**src/rtl/ctrl_pipe_pkg.sv**
```systemverilog
// Shared definitions for the RV32 main control: opcodes, ALU operation codes
// and the control bundles carried through the ID/EX, EX/MEM and MEM/WB registers.
package ctrl_pipe_pkg;

   localparam logic [6:0] OP_NOP = 7'b0000000;
   localparam logic [6:0] OP_R   = 7'b0110011;
   localparam logic [6:0] OP_I   = 7'b0010011;
   localparam logic [6:0] OP_LW  = 7'b0000011;
   localparam logic [6:0] OP_SW  = 7'b0100011;
   localparam logic [6:0] OP_BEQ = 7'b1100011;
   localparam logic [6:0] OP_JAL = 7'b1101111;

   typedef enum logic [1:0] {
      ALU_ADD   = 2'b00,
      ALU_SUB   = 2'b01,
      ALU_RTYPE = 2'b10,
      ALU_ITYPE = 2'b11
   } alu_op_e;

   typedef struct packed {
      alu_op_e alu_op;
      logic    alu_src;
      logic    branch;
      logic    jump;
      logic    mem_read;
      logic    mem_write;
      logic    reg_write;
      logic    mem_to_reg;
   } ex_ctrl_t;

   typedef struct packed {
      logic mem_read;
      logic mem_write;
      logic reg_write;
      logic mem_to_reg;
   } mem_ctrl_t;

   typedef struct packed {
      logic reg_write;
      logic mem_to_reg;
   } wb_ctrl_t;

   // Later stages keep only the fields they or their successors still consume.
   function automatic mem_ctrl_t to_mem(input ex_ctrl_t b);
      return '{mem_read: b.mem_read, mem_write: b.mem_write,
               reg_write: b.reg_write, mem_to_reg: b.mem_to_reg};
   endfunction

   function automatic wb_ctrl_t to_wb(input mem_ctrl_t b);
      return '{reg_write: b.reg_write, mem_to_reg: b.mem_to_reg};
   endfunction

endpackage

```
**src/rtl/ctrl_pipe_if.sv**
```systemverilog
// Control-path signal bundle between the hazard/ID logic (master) and ctrl_pipe (slave).
interface ctrl_pipe_if #(
   parameter int ALUOP_W = 2,
   parameter int CNT_W   = 8
);
   logic [6:0]         op_i;
   logic               noop_i;
   logic               flush_i;
   logic               stall_i;
   logic               cnt_clr_i;
   logic               illegal_o;
   logic [ALUOP_W-1:0] ex_alu_op_o;
   logic               ex_alu_src_o;
   logic               ex_branch_o;
   logic               ex_jump_o;
   logic               ex_mem_read_o;
   logic               ex_reg_write_o;
   logic               mem_mem_read_o;
   logic               mem_mem_write_o;
   logic               mem_reg_write_o;
   logic               wb_reg_write_o;
   logic               wb_mem_to_reg_o;
   logic [CNT_W-1:0]   illegal_cnt_o;

   modport master (
      output op_i, noop_i, flush_i, stall_i, cnt_clr_i,
      input  illegal_o, ex_alu_op_o, ex_alu_src_o, ex_branch_o, ex_jump_o,
             ex_mem_read_o, ex_reg_write_o, mem_mem_read_o, mem_mem_write_o,
             mem_reg_write_o, wb_reg_write_o, wb_mem_to_reg_o, illegal_cnt_o
   );

   modport slave (
      input  op_i, noop_i, flush_i, stall_i, cnt_clr_i,
      output illegal_o, ex_alu_op_o, ex_alu_src_o, ex_branch_o, ex_jump_o,
             ex_mem_read_o, ex_reg_write_o, mem_mem_read_o, mem_mem_write_o,
             mem_reg_write_o, wb_reg_write_o, wb_mem_to_reg_o, illegal_cnt_o
   );
endinterface

```
**src/rtl/ctrl_pipe_decode.sv**
```systemverilog
// Combinational opcode decoder: ID-stage opcode to full control bundle plus illegal flag.
module ctrl_pipe_decode
   import ctrl_pipe_pkg::*;
#(
   parameter bit SUPPORT_JAL = 1'b1
) (
   input  logic [6:0] op,
   output ex_ctrl_t   bundle,
   output logic       illegal
);

   always_comb begin
      bundle  = '0;
      illegal = 1'b0;
      case (op)
         OP_NOP: ;
         OP_R: begin
            bundle.reg_write = 1'b1;
            bundle.alu_op    = ALU_RTYPE;
         end
         OP_I: begin
            bundle.alu_src   = 1'b1;
            bundle.reg_write = 1'b1;
            bundle.alu_op    = ALU_ITYPE;
         end
         OP_LW: begin
            bundle.alu_src    = 1'b1;
            bundle.mem_read   = 1'b1;
            bundle.mem_to_reg = 1'b1;
            bundle.reg_write  = 1'b1;
            bundle.alu_op     = ALU_ADD;
         end
         OP_SW: begin
            bundle.alu_src   = 1'b1;
            bundle.mem_write = 1'b1;
            bundle.alu_op    = ALU_ADD;
         end
         OP_BEQ: begin
            bundle.branch = 1'b1;
            bundle.alu_op = ALU_SUB;
         end
         // Without JAL support the opcode falls through to the illegal path.
         OP_JAL: begin
            if (SUPPORT_JAL) begin
               bundle.jump      = 1'b1;
               bundle.reg_write = 1'b1;
               bundle.alu_op    = ALU_ADD;
            end else begin
               illegal = 1'b1;
            end
         end
         default: illegal = 1'b1;
      endcase
   end

endmodule

```
**src/rtl/ctrl_pipe.sv**
```systemverilog
// Main control for the 5-stage RV32 core: decodes the ID opcode and carries the
// control bundle through the EX, MEM and WB control registers.
module ctrl_pipe
   import ctrl_pipe_pkg::*;
#(
   parameter bit SUPPORT_JAL = 1'b1,
   parameter int ALUOP_W     = 2,
   parameter int CNT_W       = 8
) (
   input logic        clk_i,
   input logic        rst_i,
   ctrl_pipe_if.slave bus
);

   localparam logic [CNT_W-1:0] CNT_MAX = '1;

   ex_ctrl_t         dec_bundle;
   logic             dec_illegal;
   ex_ctrl_t         id_ex;
   mem_ctrl_t        ex_mem;
   wb_ctrl_t         mem_wb;
   logic [CNT_W-1:0] illegal_cnt;
   logic             bubble;
   logic             count_en;

   ctrl_pipe_decode #(.SUPPORT_JAL(SUPPORT_JAL)) u_decode (
      .op      (bus.op_i),
      .bundle  (dec_bundle),
      .illegal (dec_illegal)
   );

   assign bubble   = bus.noop_i | bus.flush_i;
   assign count_en = dec_illegal & ~bus.stall_i & ~bubble & (illegal_cnt != CNT_MAX);

   // Stall freezes every stage; a bubble only replaces what enters EX.
   always_ff @(posedge clk_i) begin
      if (rst_i) begin
         id_ex       <= '0;
         ex_mem      <= '0;
         mem_wb      <= '0;
         illegal_cnt <= '0;
      end else begin
         if (!bus.stall_i) begin
            id_ex  <= bubble ? '0 : dec_bundle;
            ex_mem <= to_mem(id_ex);
            mem_wb <= to_wb(ex_mem);
         end
         if (bus.cnt_clr_i) begin
            illegal_cnt <= '0;
         end else if (count_en) begin
            illegal_cnt <= illegal_cnt + 1'b1;
         end
      end
   end

   assign bus.illegal_o       = dec_illegal;
   assign bus.ex_alu_op_o     = ALUOP_W'(id_ex.alu_op);
   assign bus.ex_alu_src_o    = id_ex.alu_src;
   assign bus.ex_branch_o     = id_ex.branch;
   assign bus.ex_jump_o       = id_ex.jump;
   assign bus.ex_mem_read_o   = id_ex.mem_read;
   assign bus.ex_reg_write_o  = id_ex.reg_write;
   assign bus.mem_mem_read_o  = ex_mem.mem_read;
   assign bus.mem_mem_write_o = ex_mem.mem_write;
   assign bus.mem_reg_write_o = ex_mem.reg_write;
   assign bus.wb_reg_write_o  = mem_wb.reg_write;
   assign bus.wb_mem_to_reg_o = mem_wb.mem_to_reg;
   assign bus.illegal_cnt_o   = illegal_cnt;

endmodule
```
**src/flat_wrapper.sv**
```systemverilog
// flat-port wrapper written by rule: the top's interface ports become plain ports
module ctrl_pipe_flat import ctrl_pipe_pkg::*;
#(
   parameter bit SUPPORT_JAL = 1'b1,
   parameter int ALUOP_W     = 2,
   parameter int CNT_W       = 8
)
  (clk_i, rst_i, bus_op_i, bus_noop_i, bus_flush_i, bus_stall_i, bus_cnt_clr_i, bus_illegal_o, bus_ex_alu_op_o, bus_ex_alu_src_o, bus_ex_branch_o, bus_ex_jump_o, bus_ex_mem_read_o, bus_ex_reg_write_o, bus_mem_mem_read_o, bus_mem_mem_write_o, bus_mem_reg_write_o, bus_wb_reg_write_o, bus_wb_mem_to_reg_o, bus_illegal_cnt_o);
  ctrl_pipe_if #(.ALUOP_W(ALUOP_W), .CNT_W(CNT_W)) bus_i ();
  input logic clk_i;
  input logic rst_i;
  input wire logic [$bits(bus_i.op_i)-1:0] bus_op_i;
  input wire logic [$bits(bus_i.noop_i)-1:0] bus_noop_i;
  input wire logic [$bits(bus_i.flush_i)-1:0] bus_flush_i;
  input wire logic [$bits(bus_i.stall_i)-1:0] bus_stall_i;
  input wire logic [$bits(bus_i.cnt_clr_i)-1:0] bus_cnt_clr_i;
  output wire logic [$bits(bus_i.illegal_o)-1:0] bus_illegal_o;
  output wire logic [$bits(bus_i.ex_alu_op_o)-1:0] bus_ex_alu_op_o;
  output wire logic [$bits(bus_i.ex_alu_src_o)-1:0] bus_ex_alu_src_o;
  output wire logic [$bits(bus_i.ex_branch_o)-1:0] bus_ex_branch_o;
  output wire logic [$bits(bus_i.ex_jump_o)-1:0] bus_ex_jump_o;
  output wire logic [$bits(bus_i.ex_mem_read_o)-1:0] bus_ex_mem_read_o;
  output wire logic [$bits(bus_i.ex_reg_write_o)-1:0] bus_ex_reg_write_o;
  output wire logic [$bits(bus_i.mem_mem_read_o)-1:0] bus_mem_mem_read_o;
  output wire logic [$bits(bus_i.mem_mem_write_o)-1:0] bus_mem_mem_write_o;
  output wire logic [$bits(bus_i.mem_reg_write_o)-1:0] bus_mem_reg_write_o;
  output wire logic [$bits(bus_i.wb_reg_write_o)-1:0] bus_wb_reg_write_o;
  output wire logic [$bits(bus_i.wb_mem_to_reg_o)-1:0] bus_wb_mem_to_reg_o;
  output wire logic [$bits(bus_i.illegal_cnt_o)-1:0] bus_illegal_cnt_o;
  assign bus_i.op_i = bus_op_i;
  assign bus_i.noop_i = bus_noop_i;
  assign bus_i.flush_i = bus_flush_i;
  assign bus_i.stall_i = bus_stall_i;
  assign bus_i.cnt_clr_i = bus_cnt_clr_i;
  assign bus_illegal_o = bus_i.illegal_o;
  assign bus_ex_alu_op_o = bus_i.ex_alu_op_o;
  assign bus_ex_alu_src_o = bus_i.ex_alu_src_o;
  assign bus_ex_branch_o = bus_i.ex_branch_o;
  assign bus_ex_jump_o = bus_i.ex_jump_o;
  assign bus_ex_mem_read_o = bus_i.ex_mem_read_o;
  assign bus_ex_reg_write_o = bus_i.ex_reg_write_o;
  assign bus_mem_mem_read_o = bus_i.mem_mem_read_o;
  assign bus_mem_mem_write_o = bus_i.mem_mem_write_o;
  assign bus_mem_reg_write_o = bus_i.mem_reg_write_o;
  assign bus_wb_reg_write_o = bus_i.wb_reg_write_o;
  assign bus_wb_mem_to_reg_o = bus_i.wb_mem_to_reg_o;
  assign bus_illegal_cnt_o = bus_i.illegal_cnt_o;
  ctrl_pipe #(.SUPPORT_JAL(SUPPORT_JAL), .ALUOP_W(ALUOP_W), .CNT_W(CNT_W)) u_core (.clk_i(clk_i), .rst_i(rst_i), .bus(bus_i));
endmodule
```
**config.mk**
```make
export PLATFORM = sky130hd
export DESIGN_NAME = ctrl_pipe_flat
export DESIGN_NICKNAME = d
export VERILOG_FILES = /design/src/rtl/ctrl_pipe_pkg.sv /design/src/rtl/ctrl_pipe_if.sv /design/src/rtl/ctrl_pipe_decode.sv /design/src/rtl/ctrl_pipe.sv /design/src/flat_wrapper.sv
export SDC_FILE = /design/constraint.sdc
export NUM_CORES = 1
export LEC_CHECK = 0
export CAP_MARGIN = 20
export CORE_ASPECT_RATIO = 0.7
export CORE_MARGIN = 3
export CORE_UTILIZATION = 45
export CTS_BUF_LIST = sky130_fd_sc_hd__clkbuf_4
export CTS_CLUSTER_SIZE = 14
export DETAILED_ROUTE_END_ITERATION = 16
export GPL_TIMING_DRIVEN = 0
export PLACE_DENSITY = 0.78
export SLEW_MARGIN = 20
export SYNTH_ARGS = -nofsm -noshare
export SYNTH_HDL_FRONTEND = slang
export SYNTH_SLANG_ARGS = --single-unit
```
**constraint.sdc**
```tcl
create_clock -name clk_i -period 1.88 [get_ports clk_i]
set_clock_uncertainty 0.2 [all_clocks]
set_input_delay 0.188 -clock clk_i [delete_from_list [all_inputs] [get_ports clk_i]]
set_output_delay 0.188 -clock clk_i [all_outputs]
set_load 0.005 [all_outputs]
```
==> results of run 1 <==
==> cells by family (layout without fill, tap and decap cells) <==
| group | Yosys count | in the layout |
|---|---|---|
| multiplexers | 5 | 5 |
| adder cells (fa/ha/maj) | 1 | 1 |
| AO/OA/AOI/OAI | 29 | 29 |
| AND/OR/NAND/NOR | 48 | 48 |
| flip-flops | 21 | 21 |
| buffers and inverters | 9 | 49 |
==> layout by cell type, fill, tap and decap left out, types with 4 or more instances in the layout <==
cell,netlist,final
clkdlybuf4s50_1,0,24
dfxtp_1,21,20
nor2_1,16,15
nand2_1,7,7
a21oi_1,6,5
a22oi_1,5,5
mux2i_1,5,5
buf_4,3,5
dlygate4sd2_1,0,5
o21ai_0,4,4
nand4_1,4,4
==> worst max-delay path by stage <==
stage | from | end | slack, ns | depth (start not counted)
global route | u_core.bus.illegal_cnt_o[0] | u_core.bus.illegal_cnt_o[5] | 0.002 | 5
floorplan | u_core.bus.illegal_cnt_o[3] | u_core.bus.illegal_cnt_o[1] | 0.19 | 5
finish | bus_op_i[0] | bus_illegal_o | 0.03 | 7
global placement | bus_op_i[4] | bus_illegal_o | -0.59 | 7
detailed placement | bus_op_i[4] | bus_illegal_o | -0.64 | 7
CTS | bus_op_i[3] | bus_illegal_o | 0.0006 | 7
==> critical path, cell delays in order <==
cell	delay, ns
dlygate4sd2_1	0.27
nor3_1	0.26
a32o_1	0.21
o21a_1	0.17
buf_6	0.12
inv_2	0.04
clkdlybuf4s15_2	0.20
==> where the power goes <==
| group | switching, mW | internal (mW) |
|---|---|---|
| Sequential | 0.000980 | 0.446 |
| Combinational | 0.0469 | 0.0422 |
| Clock | 0.134 | 0.0792 |
| Total | 0.182 | 0.567 |
==> timing repair <==
action                     4_1_cts  5_1_grt
pin swaps                        2        2
hold buffers                     1        0
buffers inserted                 3        0
hold endpoints to repair         3        0
setup endpoints to repair        2       11
gates resized for setup         15        8
==> stage by stage <==
step                setup TNS (ns)  std cells
floorplan                        0        113
global placement            -3.300        175
detailed placement          -3.875        175
CTS                              0        183
global route                     0        183
finish                           0        183
==> layer usage <==
layer  vias up  wire length, um  global-route usage, %
li1        497                -                      -
met3         8              218                  4.726
met4         0               59                  5.286
met5         -                0                      0
met1       462             1224                  27.27
met2        60             1330                  32.05
==> registers in the layout, summed over array words and instances (netlist names) <==
signal,count
u_core.bus.mem_mem_write_o,1
u_core.bus.wb_reg_write_o,1
u_core.id_ex,1
u_core.ex_mem,1
u_core.bus.mem_reg_write_o,1
u_core.bus.ex_alu_op_o,2
u_core.bus.wb_mem_to_reg_o,1
u_core.bus.ex_reg_write_o,1
u_core.bus.ex_alu_src_o,1
u_core.bus.ex_jump_o,1
u_core.bus.illegal_cnt_o,8
u_core.bus.ex_branch_o,1
u_core.bus.ex_mem_read_o,1
==> area by class of cell <==
class,instances,share of cell area [%]
multi-input cells,83,38.54
flip-flops and latches,21,28.93
repair buffers,36,24.21
plain buffers,7,3.348
well taps,30,2.575
clock buffers,3,1.545
inverters,2,0.5150
clock inverters,1,0.3433
==> results.toml, run 1 <==
[outcome]
status = "finished, final reports clean"

[min_path]
hold_depth = 4
hold_class = "in2reg"
min-delay-start = "bus_stall_i"
whs_endpoint = "u_core.bus.ex_jump_o"

[power]
leakage_nw = 0.5481
vdd_drop_max_v = 0.0005377
p_total_mw = 0.7486
pwr_density_cell_mw_per_mm2 = 513.6

[critical_path]
start_kind = "input pin"
r2r_slack_ns = 0.05
r2r-end = "u_core.bus.illegal_cnt_o[0]"
cp.arrival_ns = 1.46
reg2reg_from = "u_core.bus.illegal_cnt_o[3]"
path_class = "in2out"
critPathMaxFanout = 4
reg2reg_depth = 5
required_ns = 1.49
endpoint_kind = "output pin"

[floorplan]
start_util_pct = 50.41
io_pins = 34
fp.dieW_um = 62.13
die_area_mm2 = 0.002813
fp.dieH_um = 45.29
rows = 13
core_region_area_mm2 = 0.001968

[logic_synthesis]
post-synth-top-count-cell = "dfxtp_1"
yosysTopAreaCellShare_pct = 42.37
ys_async_sr_fraction_pct = 0
synthTopCellsByCount = "dfxtp_1, nor2_1, nand2_1"
synthCells = 113
synth_top_family_by_area = "simple AND/OR/NAND/NOR gates"
yosys.area_share.simple_pct = 25.98
syn_area_um2 = 992.2
synth_top_flop_cell = "dfxtp_1"
synth-compound-area-share_pct = 20.05
synthAdderAreaFrac_pct = 1.261
syn-num-nets = 127
ys_seq_elements = 21
avgSynthCellArea_um2 = 8.781
synth_xor_area_share_pct = 0
synth_top_area_cell = "dfxtp_1"
ys_warn_count = 0
muxShareOfSynthArea_pct = 5.044
ys_types = 41
synth_area_leaders = "dfxtp_1, nor2_1, mux2i_1, a22oi_1, a21oi_1"
synth_seq_area_share_pct = 42.37
synth_edf_count = 0

[route]
drt_pass1_iterations = 4
vias = 1027
drtIter0Drc = 54
route.detailed.drc = 0
routed_wl_um = 2832
ant_nets = 0
via_per_inst = 5.612
avgRoutedWirePerCell_um = 15.48

[clock_tree]
clockBufferDepth = 2
numCtsBuffers = 3
clk_pin_slew_worst_paths_ns = 0.12
clock_latency_ns = 0.30
cts.sinks = 21
cts_tree = "yes"
clockRootBuffer = "clkbuf_4"
cts_max_level = 1

[placed_design]
place_ws_ns = -0.6355
portBuffers = 32
gp_congestion = 0.7505
hpwlAfterDp_um = 1977
postPlaceCellArea_mm2 = 0.001350

[run]
maxCapViolations = 0

[final_layout]
final_area_mm2 = 0.001458
regArea_um2 = 421.7
multi_input_area_um2 = 561.8
drive_gt1_share_pct = 16.34
filler_cell_count = 153
antenna_cells = 0
final_nets = 168
area_delta_synth_final_pct = 46.91
fin_util_pct = 74.06

[global_route]
grt_pass1_vias = 899
grt_start_max_net_pins = 13
antenna_found_initial = 0
track_usage_pct = 19.91
grt_pass1_wl_um = 4436
gr-total-overflow = 0

[sta]
relSlewSlack_pct = 64.19
hold_viol = 0
tightest_slew_ns = 0.5372
fmax_ghz = 0.5402
period_share_pct = 98.47
setup_viol = 0
report.final.slew_viol_count = 0
setup_ws_ns = 0.02868
rsz0062_at_grt = "no"
hold_ws_ns = 0.04738
min_period_ns = 1.851
Power figures use the tool's default switching activity.
==> inputs of run 2 (changes only) <==
--- a/config.mk
+++ b/config.mk
@@ -5,15 +5,16 @@
 export SDC_FILE = /design/constraint.sdc
 export NUM_CORES = 1
 export LEC_CHECK = 0
-export CAP_MARGIN = 20
 export CORE_ASPECT_RATIO = 0.7
 export CORE_MARGIN = 3
 export CORE_UTILIZATION = 45
 export CTS_BUF_LIST = sky130_fd_sc_hd__clkbuf_4
 export CTS_CLUSTER_SIZE = 14
 export DETAILED_ROUTE_END_ITERATION = 16
+export DONT_BUFFER_PORTS = 1
 export GPL_TIMING_DRIVEN = 0
-export PLACE_DENSITY = 0.78
+export PLACE_DENSITY = 0.59
+export RECOVER_POWER = 25
 export SLEW_MARGIN = 20
 export SYNTH_ARGS = -nofsm -noshare
 export SYNTH_HDL_FRONTEND = slang
==> results.toml, run 2 (synthesized netlist as in run 1, its figures left out) <==
[power]
pwr_density_cell_mw_per_mm2 = 610.9
vdd_drop_max_v = 0.0004172
p_total_mw = 0.7346
leakage_nw = 0.4227

[sta]
fmax_ghz = 0.5578
fin_setup_tns_ns = 0
tightest_slew_ns = 0.5177
report.final.slew_viol_count = 0
hold_viol = 0
min_period_ns = 1.793
relSlewSlack_pct = 65.49
period_share_pct = 95.36
setup_viol = 0
rsz0062_at_grt = "yes"

[floorplan]
rows = 13
io_pins = 34
start_util_pct = 50.41
fp.dieH_um = 45.29
die_area_mm2 = 0.002813
core_region_area_mm2 = 0.001968
fp.dieW_um = 62.13

[route]
routed_wl_um = 2508
via_per_inst = 5.874
drt_pass1_iterations = 4
drtIter0Drc = 41
ant_nets = 0
route.detailed.drc = 0
avgRoutedWirePerCell_um = 15.77
vias = 934

[placed_design]
dp.cells = 143
postPlaceCellArea_mm2 = 0.001030
portBuffers = 0
gp_congestion = 0.7449
hpwlAfterDp_um = 1703

[clock_tree]
numCtsBuffers = 3
clockBufferDepth = 2
cts.sinks = 21
postCtsSetupRepairBufs = 0
cts_max_level = 1
cts_tree = "yes"
clock_latency_ns = 0.31
clk_pin_slew_worst_paths_ns = 0.12
clockRootBuffer = "clkbuf_4"

[final_layout]
final_common_cell = "dfxtp_1"
instances_no_fill = 159
fin_util_pct = 61.09
final_area_mm2 = 0.001202
layout_common_cells = "dfxtp_1, nor2_1, dlygate4sd3_1"
antenna_cells = 0
area_delta_synth_final_pct = 21.19
filler_cell_count = 196
drive_gt1_share_pct = 13.18
final_nets = 144
largest_reg_flops = 8

[global_route]
grt_pass1_wl_um = 4126
track_usage_pct = 18.67
gr-total-overflow = 0
antenna_found_initial = 0
grt_pass1_vias = 842
grt_start_max_net_pins = 13

[min_path]
whs_endpoint = "u_core.bus.illegal_cnt_o[5]"
hold_class = "in2reg"
min-delay-start = "bus_noop_i"
hold_depth = 4

[critical_path]
path_class = "reg2reg"
start_kind = "flip-flop"
r2r_slack_ns = 0.09
r2r-end = "u_core.bus.illegal_cnt_o[1]"
cp.arrival_ns = 1.85
required_ns = 1.93
endpoint_kind = "flip-flop"
reg2reg_depth = 5
reg2reg_from = "u_core.bus.illegal_cnt_o[3]"
critPathMaxFanout = 6

[run]
maxCapViolations = 0

[outcome]
status = "finished, final reports clean"
-- run 2: cell count changes in the layout (fill, tap and decap cells not counted), moves of 2 or more --
cell | before | now
buf_4 | 5 | 3
dlymetal6s2s_1 | 2 | 0
dlygate4sd3_1 | 1 | 12
dlygate4sd2_1 | 5 | 0
clkdlybuf4s50_1 | 24 | 0
-- run 2: metal layers --
layer	part of all wire [%]	up-vias	track usage [%]
met4	0.52	0	3.965
met5	0	-	0
met1	51	435	28.31
met2	39	45	24.79
li1	-	452	-
met3	9.4	2	6.716
-- run 2: report_power, final --
part	switching [mW]	total, mW	internal [mW]	leakage, nW
clock	0.144	0.224	0.0796	0.0177
sequential	0.000978	0.447	0.446	0.170
combinational	0.0315	0.0643	0.0328	0.235
-- run 2: how the worst max path moves through the flow --
stage / start / endpoint / slack (ns) / cells after the start
global route: u_core.bus.illegal_cnt_o[3] / u_core.bus.illegal_cnt_o[1] / -0.01 / 5
global placement: u_core.bus.illegal_cnt_o[0] / u_core.bus.illegal_cnt_o[5] / 0.04 / 5
detailed placement: u_core.bus.illegal_cnt_o[0] / u_core.bus.illegal_cnt_o[5] / 0.009 / 5
finish: u_core.bus.illegal_cnt_o[3] / u_core.bus.illegal_cnt_o[1] / 0.09 / 5
CTS: u_core.bus.illegal_cnt_o[3] / u_core.bus.illegal_cnt_o[1] / 0.03 / 5
floorplan: u_core.bus.illegal_cnt_o[3] / u_core.bus.illegal_cnt_o[1] / 0.19 / 5
-- run 2: critical path: stages (launching register included) --
cell     delay [ns]
dfxtp_2        0.37
and3_2         0.25
and3_4         0.20
a31o_1         0.25
or3b_1         0.35
a21oi_1        0.11
-- run 2: timing repair --
item / CTS / global route
hold buffers: 12 / 0
gates resized for setup: 1 / 6
setup endpoints to repair: 1 / 4
pin swaps: 0 / 0
endpoints found under the hold margin: 12 / 0
-- run 2: per-stage QoR --
step | hold slack [ns] | worst slack, ns
5_1_grt | 0.03085 | -0.01239
6_report | 0.0009588 | 0.08722
3_5_place_dp | 0.06078 | 0.008956
4_1_cts | 0.009794 | 0.03290
3_3_place_gp | 0.05882 | 0.04200
2_1_floorplan | 0.05707 | 0.1873
-- run 2: cell type report --
| class | instances | area, um2 | area share [%] |
|---|---|---|---|
| repair buffers | 12 | 120.1 | 9.990 |
| clock buffers | 3 | 22.52 | 1.873 |
| clock inverters | 1 | 5.005 | 0.4162 |
| multi-input cells | 83 | 541.8 | 45.06 |
| flip-flops and latches | 21 | 422.9 | 35.17 |
| plain buffers | 7 | 45.04 | 3.746 |
| inverters | 2 | 7.507 | 0.6244 |
| well taps | 30 | 37.54 | 3.122 |
